$ cat src/rtl/ddr_capture_bank_if.sv
// Output side of the DDR capture bank: pair words leaving the FIFO.
// Ports: out_data {fall,rise} word, out_valid FIFO not empty, out_ready consumer accept,
//        count FIFO occupancy. master = capture bank, slave = consumer.
interface ddr_capture_bank_if #(
  parameter int WIDTH = 1,
  parameter int DEPTH = 4
);
  logic [2*WIDTH-1:0]     out_data;
  logic                   out_valid;
  logic                   out_ready;
  logic [$clog2(DEPTH):0] count;

  modport master (output out_data, output out_valid, output count, input out_ready);
  modport slave  (input out_data, input out_valid, input count, output out_ready);
endinterface

$ cat src/rtl/ddr_capture_bank.sv
// Dual-edge input capture: per-lane follower q plus rise/fall pair packing into a FIFO.
// Latency: q one edge after sampling; a pair is visible one posedge after its rise sample.
// Backpressure: valid/ready pop; pushes into a full FIFO are dropped and flag sticky overflow.
// Ports: clk/reset (sync, active-high, sampled on both edges), mode_i q select, en_i pair
//        enable, d_i data, q_o follower, clr_ovf_i / overflow_o, out_if (master) pair output.
module ddr_capture_bank #(
  parameter int WIDTH = 1,
  parameter int DEPTH = 4
) (
  input  logic             clk,
  input  logic             reset,
  input  logic [1:0]       mode_i,
  input  logic             en_i,
  input  logic [WIDTH-1:0] d_i,
  output logic [WIDTH-1:0] q_o,
  input  logic             clr_ovf_i,
  output logic             overflow_o,
  ddr_capture_bank_if.master out_if
);
  localparam int AW = $clog2(DEPTH);
  localparam int CW = AW + 1;

  // ---------------------------------------------------------------
  // Follower: q = p ^ n. Each edge rewrites only its own register so
  // that the XOR equals d at that edge; only one input of the XOR
  // changes per edge, so q never passes through an intermediate value.
  // mode 0/1 update at posedge, mode 0/2 at negedge, mode 3 holds.
  // ---------------------------------------------------------------
  logic [WIDTH-1:0] p_q, n_q;

  always_ff @(posedge clk) begin
    if (reset) begin
      p_q <= '0;
    end else if (!mode_i[1]) begin
      p_q <= d_i ^ n_q;
    end
  end

  always_ff @(negedge clk) begin
    if (reset) begin
      n_q <= '0;
    end else if (!mode_i[0]) begin
      n_q <= d_i ^ p_q;
    end
  end

  assign q_o = p_q ^ n_q;

  // ---------------------------------------------------------------
  // Pair capture: rise sample at posedge t (when enabled), fall sample
  // at the following negedge, pushed together at posedge t+1.
  // ---------------------------------------------------------------
  logic [WIDTH-1:0] rise_q, fall_q;
  logic             pend_q;

  always_ff @(posedge clk) begin
    if (reset) begin
      rise_q <= '0;
      pend_q <= 1'b0;
    end else begin
      pend_q <= en_i;
      if (en_i) begin
        rise_q <= d_i;
      end
    end
  end

  always_ff @(negedge clk) begin
    if (reset) begin
      fall_q <= '0;
    end else begin
      fall_q <= d_i;
    end
  end

  // ---------------------------------------------------------------
  // Pair FIFO: registered array, head word shown directly (fall-through
  // from storage, no bypass of the incoming pair).
  // ---------------------------------------------------------------
  logic [2*WIDTH-1:0] mem_q [DEPTH];
  logic [AW-1:0]      wr_ptr_q, rd_ptr_q;
  logic [CW-1:0]      count_q, count_d;
  logic               ovf_q, ovf_d;
  logic               full, pop, wr_en, drop;

  always_comb begin
    full    = (count_q == CW'(DEPTH));
    pop     = (count_q != '0) && out_if.out_ready;
    // A pop on the same edge frees the slot, so a full FIFO still accepts.
    wr_en   = pend_q && (!full || pop);
    drop    = pend_q && full && !pop;
    count_d = count_q;
    if (wr_en && !pop) begin
      count_d = count_q + CW'(1);
    end else if (!wr_en && pop) begin
      count_d = count_q - CW'(1);
    end
    // A drop on the clearing edge wins so no loss goes unreported.
    ovf_d = ovf_q;
    if (drop) begin
      ovf_d = 1'b1;
    end else if (clr_ovf_i) begin
      ovf_d = 1'b0;
    end
  end

  always_ff @(posedge clk) begin
    if (reset) begin
      wr_ptr_q <= '0;
      rd_ptr_q <= '0;
      count_q  <= '0;
      ovf_q    <= 1'b0;
      for (int i = 0; i < DEPTH; i++) begin
        mem_q[i] <= '0;
      end
    end else begin
      if (wr_en) begin
        mem_q[wr_ptr_q] <= {fall_q, rise_q};
        wr_ptr_q        <= wr_ptr_q + AW'(1);
      end
      if (pop) begin
        rd_ptr_q <= rd_ptr_q + AW'(1);
      end
      count_q <= count_d;
      ovf_q   <= ovf_d;
    end
  end

  assign out_if.out_data  = mem_q[rd_ptr_q];
  assign out_if.out_valid = (count_q != '0);
  assign out_if.count     = count_q;
  assign overflow_o       = ovf_q;

endmodule

$ cat src/flat_wrapper.sv
// flat-port wrapper written by rule: the top's interface ports become plain ports
module ddr_capture_bank_flat 
#(
  parameter int WIDTH = 1,
  parameter int DEPTH = 4
)
  (clk, reset, mode_i, en_i, d_i, q_o, clr_ovf_i, overflow_o, out_if_out_data, out_if_out_valid, out_if_count, out_if_out_ready);
  ddr_capture_bank_if #(.WIDTH(WIDTH), .DEPTH(DEPTH)) out_if_i ();
  input  logic clk;
  input  logic reset;
  input  logic [1:0] mode_i;
  input  logic en_i;
  input  logic [WIDTH-1:0] d_i;
  output logic [WIDTH-1:0] q_o;
  input  logic clr_ovf_i;
  output logic overflow_o;
  output wire logic [$bits(out_if_i.out_data)-1:0] out_if_out_data;
  output wire logic [$bits(out_if_i.out_valid)-1:0] out_if_out_valid;
  output wire logic [$bits(out_if_i.count)-1:0] out_if_count;
  input wire logic [$bits(out_if_i.out_ready)-1:0] out_if_out_ready;
  assign out_if_out_data = out_if_i.out_data;
  assign out_if_out_valid = out_if_i.out_valid;
  assign out_if_count = out_if_i.count;
  assign out_if_i.out_ready = out_if_out_ready;
  ddr_capture_bank #(.WIDTH(WIDTH), .DEPTH(DEPTH)) u_core (.clk(clk), .reset(reset), .mode_i(mode_i), .en_i(en_i), .d_i(d_i), .q_o(q_o), .clr_ovf_i(clr_ovf_i), .overflow_o(overflow_o), .out_if(out_if_i));
endmodule
$ cat config.mk
export PLATFORM = sky130hd
export DESIGN_NAME = ddr_capture_bank_flat
export DESIGN_NICKNAME = d
export VERILOG_FILES = /design/src/rtl/ddr_capture_bank_if.sv /design/src/rtl/ddr_capture_bank.sv /design/src/flat_wrapper.sv
export SDC_FILE = /design/constraint.sdc
export NUM_CORES = 1
export LEC_CHECK = 0
export ABC_AREA = 1
export BUFFER_PORTS_ARGS = -buffer_cell sky130_fd_sc_hd__buf_2
export CAP_MARGIN = 20
export CELL_PAD_IN_SITES_DETAIL_PLACEMENT = 0
export CELL_PAD_IN_SITES_GLOBAL_PLACEMENT = 1
export CORE_ASPECT_RATIO = 1.4
export CORE_MARGIN = 2
export CORE_UTILIZATION = 40
export DETAILED_ROUTE_END_ITERATION = 16
export PLACE_DENSITY = 0.72
export SLEW_MARGIN = 20
export SYNTH_ARGS = -nofsm -noshare
export SYNTH_HDL_FRONTEND = slang
export SYNTH_SLANG_ARGS = --single-unit
export TNS_END_PERCENT = 20
$ cat constraint.sdc
create_clock -name clk -period 4.7 [get_ports clk]
set_input_delay 0.47 -clock clk [delete_from_list [all_inputs] [get_ports clk]]
set_output_delay 0.47 -clock clk [all_outputs]
set_load 0.1 [all_outputs]
-- After elaboration in Yosys (flattened, before gate mapping)
Memory sizes are Yosys's and may differ from the RTL's. A register that Yosys moved wholly into a read port is not among the register bits.
Index checks and enable logic that the tools add are counted.
- bits in writable memories: 8
- register bits after elaboration: 13
- word-level logic and storage cells: 46
- memories: 1
- input bits: 8
- output and inout port bits: 8
- memories (memory ; words ; bits a word ; rd ports ; clocked after memory_dff ; wr ports ; line ; RTL):
    u_core.mem_q ; 4 ; 2 ; 1 ; 1 ; 4 ; ddr_capture_bank.sv:80 ; logic [2*WIDTH-1:0] mem_q [DEPTH];
- mux-type cells: 14
- reduce and logical (&&, ||, !) cells: 14
- $add $sub $neg: 4
- bitwise logic cells: 3
- equal/unequal tests: 1
- operators with widths (kind ; number):
    1-bit 2-to-1 mux ; 8
    2-bit 2-to-1 mux ; 4
    1-bit logical AND ; 6
    3-bit 2-to-1 mux ; 2
    2-bit by 1-bit adder with 2-bit output (second input constant) ; 2
    2-bit nonzero test ; 2
    3-bit by 1-bit adder with 3-bit output (second input constant) ; 1
    3-bit equality test (second input constant) ; 1
    1-bit zero test ; 3
    3-bit nonzero test ; 1
    3-bit by 1-bit subtractor with 3-bit output (second input constant) ; 1
    1-bit bitwise XOR ; 3
    2-bit OR reduction ; 1
    1-bit logical OR ; 1

-- Depth between registers and ports, before layout
Gate-level depths: netlist of the first run.
- depth in word-level cells: 9
- gate-level depth with buffers: 14
- gate-level depth less buffers: 14

==> results of run 1 <==
sequential cells by signal, indices dropped and copies added (netlist names), named ones only:
signal and count:
u_core.wr_ptr_q 2, u_core.fall_q 1, u_core.out_if.count 3, u_core.n_q 1, u_core.overflow_o 1, u_core.mem_q 8
u_core.rd_ptr_q 2, u_core.p_q 1, u_core.pend_q 1, u_core.rise_q 1
area by class of cell:
type	count	area (sq um)	area share, %
multi-input combinational	76	404.1	33.72
clock buffer	3	22.52	1.879
clock inverter	3	25.02	2.088
sequential	23	540.5	45.09
tap	36	45.04	3.758
inverter	23	86.33	7.203
timing repair buffer	15	75.07	6.263
worst max-delay path by stage:
stage | startpoint | end | slack [ns]
after floorplan | u_core.n_q | q_o | 0.09
after global placement | u_core.n_q | q_o | 0.95
after detailed placement | u_core.n_q | q_o | 0.93
after CTS | u_core.n_q | q_o | 0.54
after global routing | u_core.n_q | q_o | 0.46
final | u_core.n_q | q_o | 0.54
layer usage:
layer	vias up	part of all wire, %	GRT usage [%]
met5	-	0	0
met4	0	2.6	7.292
met3	5	2.6	1.671
met2	14	54	24.83
met1	363	41	15.55
li1	426	-	-
Yosys cell counts:
master     n  area, sq um
inv_1     23        86.33
nor2_1    19        71.32
dfxtp_1   15        300.3
nand2_1   15        56.30
o21ai_0   13        65.06
edfxtp_1   8        240.2
a21oi_1    6        30.03
nand2_2    5        31.28
xor2_1     4        35.03
nor2_2     2        12.51
nor3_1     2        10.01
o22ai_1    2        12.51
buf_4      1        7.510
buf_6      1        11.26
fa_1       1        20.02
ha_1       1        12.51
inv_2      1        3.750
nand2_4    1        11.26
nand3_1    1        5.000
nand4_1    1        6.260
nor2_4     1        11.26
o21ai_1    1        5.000
o21ai_2    1        8.760
worst max-delay path: cells and delay by family (launching register included):
kind	cells	cell delay, ns
buffers and inverters	1	0.44
DFF	1	0.37
xor gates and xnor gates	1	0.15
stage by stage:
stage	cells	instance area (sq um)	total power [W]
detailed placement	174	1155	0.0006384
global placement	174	1155	0.0006319
finish	179	1199	0.0007482
CTS	179	1199	0.0007552
floorplan	125	1054	0.0005850
global route	179	1199	0.0007913
power groups by stage:
| stage | Clock (W) | Sequential [W] | Combinational, W |
|---|---|---|---|
| 2_1_floorplan | 0.00000400 | 0.000348 | 0.000233 |
| 3_3_place_gp | 0.00000400 | 0.000266 | 0.000362 |
| 3_5_place_dp | 0.00000400 | 0.000268 | 0.000367 |
| 4_1_cts | 0.000125 | 0.000263 | 0.000367 |
| 5_1_grt | 0.000135 | 0.000268 | 0.000388 |
| 6_report | 0.000121 | 0.000263 | 0.000364 |
cells by family after synthesis:
group / share of synthesized area [%]
XOR/XNOR: 3.325
buffers and inverters: 10.33
AND/OR/NAND/NOR: 20.43
AO/OA/AOI/OAI: 11.52
adder cells (fa/ha/maj): 3.088
flip-flops: 51.31
==> impl_metrics.json, run 1 <==
{
  "outcome": "complete, no violations",
  "r2r_cells": 3,
  "numCtsBuffers": 3,
  "path_cells": "xor2_1, buf_2",
  "dpl.hpwl_um": 1493,
  "setup_tns_ns": 0,
  "cap_viol_max_count": 0,
  "switching_share_pct": 51.43,
  "criticalPathCategory": "flop to primary output",
  "crit_arrival_ns": 3.69,
  "yosysSeqAreaShare_pct": 51.31,
  "place_ws_ns": 0.9335,
  "max_slew_margin_pct": 67.74,
  "place.gp.congestion": 0.7062,
  "antenna_found_initial": 0,
  "cts_setup_buffers": 0,
  "die_area_sq_um": 3066,
  "clock_sinks": 23,
  "ios": 16,
  "hold_end": "u_core.rise_q",
  "vias_per_cell": 4.514,
  "drt_wl_total_um": 1813,
  "final_cell_mix": "24 x inv_1, 19 x nor2_1, 15 x nand2_1, 15 x dfxtp_1, 15 x buf_2",
  "clock_power_share_pct": 16.2,
  "drt_iter0_markers": 18,
  "crit_path_max_incr_delay_ns": 0.44,
  "synth_nets": 135,
  "hold_class": "input port to flop",
  "drv_slew": 0,
  "port_buffers": 15,
  "hold_buffers": 0,
  "grt-ovfl-total": 0,
  "antenna_cells": 0,
  "drtPass1Iterations": 2,
  "yosys_warnings": 0,
  "cts_htree_levels": 1,
  "grt_pass1_wl_um": 3118,
  "timing.rr.start": "u_core.n_q",
  "crit_slowest_cell": "buf_2",
  "clk_latency_ns": 0.37,
  "hold_path_depth": 2,
  "coreArea_sq_um": 2560,
  "startpoint_type": "flop",
  "finalHoldViolations": 0,
  "cts_resized": 0,
  "cts_tree": "done",
  "vias": 808,
  "power_density_nw_per_um2": 624.2,
  "power.internal_w": 0.0003634,
  "area_growth_pct": 13.78,
  "p_leak_nw": 0.5765,
  "layout.nets": 154,
  "syn_inst": 125,
  "n_fill_cell": 273,
  "avgSynthCellArea_sq_um": 8.428,
  "cts_buffer_depth": 2,
  "clk_pin_slew_worst_paths_ns": 0.12,
  "path_max_fanout": 3,
  "cp.required_ns": 4.23,
  "grt_pass1_vias": 798,
  "final_common_cell": "inv_1",
  "finalWorstSetupSlack_ns": 0.5425,
  "grt_max_degree": 13,
  "rows": 22,
  "holdWs_ns": 0.3453,
  "root_buffer": "clkbuf_4",
  "final_layout_size_suffix_gt1_share_pct": 20.98,
  "drc_errors": 0,
  "setup_viol_count_final": 0,
  "grt.total_usage_pct": 14.16,
  "chipHeight_um": 64.72,
  "ant_nets": 0,
  "wl_per_cell_um": 10.13,
  "clock_skew_ns": 0.05786,
  "hold_path.startpoint": "en_i",
  "combPwrFrac_pct": 48.7,
  "seqPwrFrac_pct": 35.1,
  "dieWidth_um": 47.38,
  "fin_util_pct": 46.82,
  "ir_worst_vdd_mv": 0.4651,
  "syn_area_sq_um": 1054,
  "yosysUniqueCellTypes": 23,
  "max_slew.worst_pin.slew_ns": 0.4872,
  "r2r_slack_ns": 1.53,
  "p_sw_w": 0.0003848,
  "endpoint_kind": "primary output",
  "rsz0062_at_grt": "false",
  "reg2reg_to": "u_core.p_q",
  "synth-seq-cells": 23,
  "start_util_pct": 41.15
}
No activity file was read; power rests on OpenSTA's default activity.
==> inputs of run 2 (changes only) <==
PLACE_DENSITY = 0.82   (was 0.72)
==> impl_metrics.json, run 2 (synthesis results as in run 1) <==
{
  "power_density_nw_per_um2": 642.1,
  "largest_register_ffs": 8,
  "coreArea_sq_um": 2560,
  "switching_share_pct": 49.62,
  "fin_util_pct": 47.31,
  "max_slew_margin_pct": 67.39,
  "rsz0062_at_grt": "false",
  "vias_per_cell": 4.413,
  "start_util_pct": 41.15,
  "combPwrFrac_pct": 47.0,
  "chipHeight_um": 64.72,
  "finalHoldViolations": 0,
  "numCtsBuffers": 3,
  "dr_wl_met3_um": 47,
  "grt.total_usage_pct": 13.71,
  "ant_nets": 0,
  "hold_path_depth": 2,
  "power.internal_w": 0.0003918,
  "highest_layer": "met4",
  "cts_tree": "done",
  "crit_buf_inv": 1,
  "regArea_sq_um": 540.5,
  "setup_tns_ns": 0,
  "hold_class": "input port to flop",
  "cts_resized": 0,
  "drtPass1Iterations": 4,
  "crit_arrival_ns": 3.69,
  "drc_errors": 0,
  "rows": 22,
  "crit_path_max_incr_delay_ns": 0.45,
  "p_sw_w": 0.0003859,
  "vias": 790,
  "antenna_cells": 0,
  "path_cells": "xor2_1, buf_2",
  "seqPwrFrac_pct": 33.7,
  "cts_buffer_depth": 2,
  "dieWidth_um": 47.38,
  "max_slew.worst_pin.slew_ns": 0.4926,
  "ir_worst_vdd_mv": 0.5371,
  "antenna_found_initial": 0,
  "cp.required_ns": 4.23,
  "grt_max_degree": 14,
  "port_buffers": 15,
  "grt-ovfl-total": 0,
  "wl_per_cell_um": 9.609,
  "wl_met2_um": 909,
  "drv_slew": 0,
  "final_layout_size_suffix_gt1_share_pct": 20.98,
  "multi_input_area_sq_um": 404.1,
  "clock_power_share_pct": 19.3,
  "area_growth_pct": 14.96,
  "clk_pin_slew_worst_paths_ns": 0.13,
  "total_power_w": 0.0007777,
  "drt_iter0_markers": 23,
  "crit_slowest_cell": "buf_2",
  "dpl.hpwl_um": 1363,
  "clk_latency_ns": 0.36,
  "wirelength_met1_um": 744,
  "root_buffer": "clkbuf_4",
  "cts_htree_levels": 1,
  "p_leak_nw": 0.5779,
  "final_cell_mix": "24 x inv_1, 19 x nor2_1, 15 x nand2_1, 15 x dfxtp_1, 15 x buf_2",
  "regMostFlops": "u_core.mem_q",
  "ios": 16,
  "n_fill_cell": 253,
  "endpoint_kind": "primary output",
  "place.gp.congestion": 0.6907,
  "criticalPathCategory": "flop to primary output",
  "place_area_sq_um": 1155,
  "grt_pass1_wl_um": 3084,
  "drt_wl_total_um": 1720,
  "cap_viol_max_count": 0,
  "die_area_sq_um": 3066,
  "layout.nets": 154,
  "startpoint_type": "flop",
  "r2r_cells": 3,
  "path_delay_family": "buffers and inverters",
  "setup_viol_count_final": 0,
  "grt_pass1_vias": 758,
  "outcome": "complete, no violations",
  "final_common_cell": "inv_1",
  "clock_sinks": 23,
  "crit_cells": 2,
  "cts_setup_buffers": 0,
  "holdWs_ns": 0.3701,
  "clock_skew_ns": 0.06413,
  "design_area_sq_um": 1211,
  "hold_buffers": 0,
  "path_max_fanout": 3
}
run 2: cell counts in the layout (fill, tap and decap cells not counted):
No cell type changed its count.
run 2: per-layer routing:
layer,GRT usage [%],vias up
met4,5.208,0
met5,0,-
met2,22.97,11
li1,-,427
met3,2.507,2
met1,16.55,350
run 2: area by class of cell:
class                           count  area share [%]
Timing Repair Buffer               15           6.198
Clock inverter                      3           3.099
Tap cell                           36           3.719
Clock buffer                        3           1.860
Inverter                           23           7.128
Sequential cell                    23           44.63
Multi-Input combinational cell     76           33.37
run 2: power by group through the flow:
stage / sequential [W] / clock [W] / combinational (W)
finish: 0.000262 / 0.000150 / 0.000365
global route: 0.000266 / 0.000166 / 0.000393
CTS: 0.000263 / 0.000153 / 0.000367
detailed placement: 0.000267 / 0.00000400 / 0.000366
global placement: 0.000265 / 0.00000400 / 0.000361
floorplan: 0.000348 / 0.00000400 / 0.000233
run 2: worst paths after layout:
| kind | start | to | slack (ns) |
|---|---|---|---|
| worst max-delay path | u_core.n_q | q_o | 0.54 |
| worst min-delay path | en_i | u_core.rise_q | 0.37 |
| worst max register to register | u_core.n_q | u_core.p_q | 1.51 |
| worst min register to register | u_core.overflow_o | u_core.overflow_o | 0.48 |
run 2: worst register-to-register path, stage by stage (launching register included):
cell and delay [ns]:
dfxtp_1 0.33, xor2_1 0.14, o21ai_0 0.17, inv_1 0.05
run 2: stage by stage:
stage	instances	setup slack [ns]
detailed placement	174	0.9132
global route	179	0.4773
global placement	174	0.9523
CTS	179	0.5258
floorplan	125	0.08535
finish	179	0.5412
==> inputs of run 3 (changes only) <==
--- a/config.mk
+++ b/config.mk
@@ -15,4 +15,5 @@
 export CORE_UTILIZATION = 40
 export DETAILED_ROUTE_END_ITERATION = 16
+export GPL_TIMING_DRIVEN = 0
 export PLACE_DENSITY = 0.82
 export SLEW_MARGIN = 20
==> constraint.sdc (replaced) <==
create_clock -name clk -period 4.7 [get_ports clk]
set_input_delay 0.47 -clock clk [delete_from_list [all_inputs] [get_ports clk]]
set_output_delay 0.47 -clock clk [all_outputs]
set_load 0.05 [all_outputs]
==> impl_metrics.json, run 3 (synthesis results as in run 1) <==
{
  "outcome": "complete, no violations",
  "startpoint_type": "flop",
  "power.internal_w": 0.0003383,
  "cp-endpoint": "q_o",
  "chipHeight_um": 64.72,
  "grt-ovfl-total": 0,
  "cts_resized": 0,
  "cts_htree_levels": 1,
  "path_cells": "xor2_1, buf_2",
  "hold_class": "input port to flop",
  "power_density_nw_per_um2": 516.8,
  "cts_buffer_depth": 2,
  "cap_viol_max_count": 0,
  "drt_iter0_markers": 9,
  "max_slew.worst_pin.slew_ns": 0.3189,
  "wirelength_met1_um": 699,
  "fin_util_pct": 46.82,
  "grt.total_usage_pct": 14.12,
  "reg2reg_to": "u_core.p_q",
  "clk_latency_ns": 0.37,
  "cts_tree": "done",
  "p_sw_w": 0.0002811,
  "r2r_slack_ns": 1.53,
  "ant_nets": 0,
  "design_area_sq_um": 1199,
  "max_slew_margin_pct": 78.52,
  "coreArea_sq_um": 2560,
  "rsz0062_at_grt": "false",
  "layout.nets": 155,
  "ios": 16,
  "final_layout_size_suffix_gt1_share_pct": 21.53,
  "crit_buf_inv": 1,
  "drc_errors": 0,
  "clock_sinks": 23,
  "clk_pin_slew_worst_paths_ns": 0.12,
  "clock_skew_ns": 0.05666,
  "dr_wl_met3_um": 47,
  "dieWidth_um": 47.38,
  "drv_slew": 0,
  "hold_buffers": 0,
  "grt_max_degree": 14,
  "crit_arrival_ns": 3.51,
  "wl_met2_um": 998,
  "holdWs_ns": 0.3384,
  "regMostFlops": "u_core.mem_q",
  "place.gp.congestion": 0.7186,
  "wl_per_cell_um": 9.917,
  "cts_setup_buffers": 0,
  "vias": 810,
  "drtPass1Iterations": 4,
  "setup_viol_count_final": 0,
  "r2r_cells": 3,
  "start_util_pct": 41.15,
  "finalHoldViolations": 0,
  "final_common_cell": "inv_1",
  "port_buffers": 14,
  "clock_power_share_pct": 15.5,
  "criticalPathCategory": "flop to primary output",
  "combPwrFrac_pct": 42.1,
  "antenna_found_initial": 0,
  "crit_slowest_cell": "dfxtp_1",
  "area_growth_pct": 13.78,
  "grt_pass1_vias": 817,
  "vias_per_cell": 4.500,
  "cp.required_ns": 4.23,
  "path_max_fanout": 3,
  "timing.rr.start": "u_core.n_q",
  "ir_worst_vdd_mv": 0.3204,
  "final_cell_mix": "24 x inv_1, 19 x nor2_1, 15 x nand2_1, 15 x dfxtp_1, 14 x buf_2",
  "highest_layer": "met4",
  "p_leak_nw": 0.5749,
  "root_buffer": "clkbuf_4",
  "path_delay_family": "flip-flops",
  "total_power_w": 0.0006194,
  "drt_wl_total_um": 1785,
  "numCtsBuffers": 3,
  "setup_tns_ns": 0,
  "place_area_sq_um": 1169,
  "grt_pass1_wl_um": 3208,
  "rows": 22,
  "largest_register_ffs": 8,
  "seqPwrFrac_pct": 42.4,
  "switching_share_pct": 45.38,
  "die_area_sq_um": 3066,
  "antenna_cells": 0,
  "startpoint": "u_core.n_q",
  "endpoint_kind": "primary output",
  "crit_cells": 2,
  "dpl.hpwl_um": 1431,
  "crit_path_max_incr_delay_ns": 0.37
}
==> run 3: area by class of cell <==
type / instances / area [sq um]
buffer: 2 / 18.77
clock buffer: 3 / 22.52
clock inverter: 3 / 11.26
fill: 267 / 1361
inverter: 23 / 86.33
multi-input combinational: 76 / 404.1
sequential: 23 / 540.5
tap: 36 / 45.04
timing repair buffer: 14 / 70.07
==> run 3: stage by stage <==
step,setup slack (ns),cells
floorplan,0.7546,125
global placement,1.105,175
detailed placement,1.107,175
CTS,0.7149,180
global route,0.6477,180
finish,0.7174,180
==> run 3: power groups by stage <==
| stage | Sequential, W | Clock, W | Combinational, W |
|---|---|---|---|
| finish | 0.000263 | 0.0000960 | 0.000261 |
| global route | 0.000268 | 0.000109 | 0.000289 |
| CTS | 0.000264 | 0.0000982 | 0.000264 |
| detailed placement | 0.000267 | 0.00000400 | 0.000263 |
| global placement | 0.000266 | 0.00000400 | 0.000255 |
| floorplan | 0.000304 | 0.00000400 | 0.000170 |
==> run 3: how the worst min path moves through the flow <==
stage	from	slack (ns)	to	cells after the start
after floorplan	u_core.rd_ptr_q[1]	0.46	flop	2
final	en_i	0.34	u_core.rise_q	2
after CTS	en_i	0.34	u_core.rise_q	2
after global placement	u_core.overflow_o	0.45	u_core.overflow_o	2
after global routing	en_i	0.33	u_core.rise_q	2
after detailed placement	u_core.overflow_o	0.46	u_core.overflow_o	2
==> run 3: layer usage <==
layer	vias up	GRT usage (%)
met5	-	0
met4	0	6.944
met3	5	1.671
met2	14	26.01
met1	361	14.36
li1	430	-
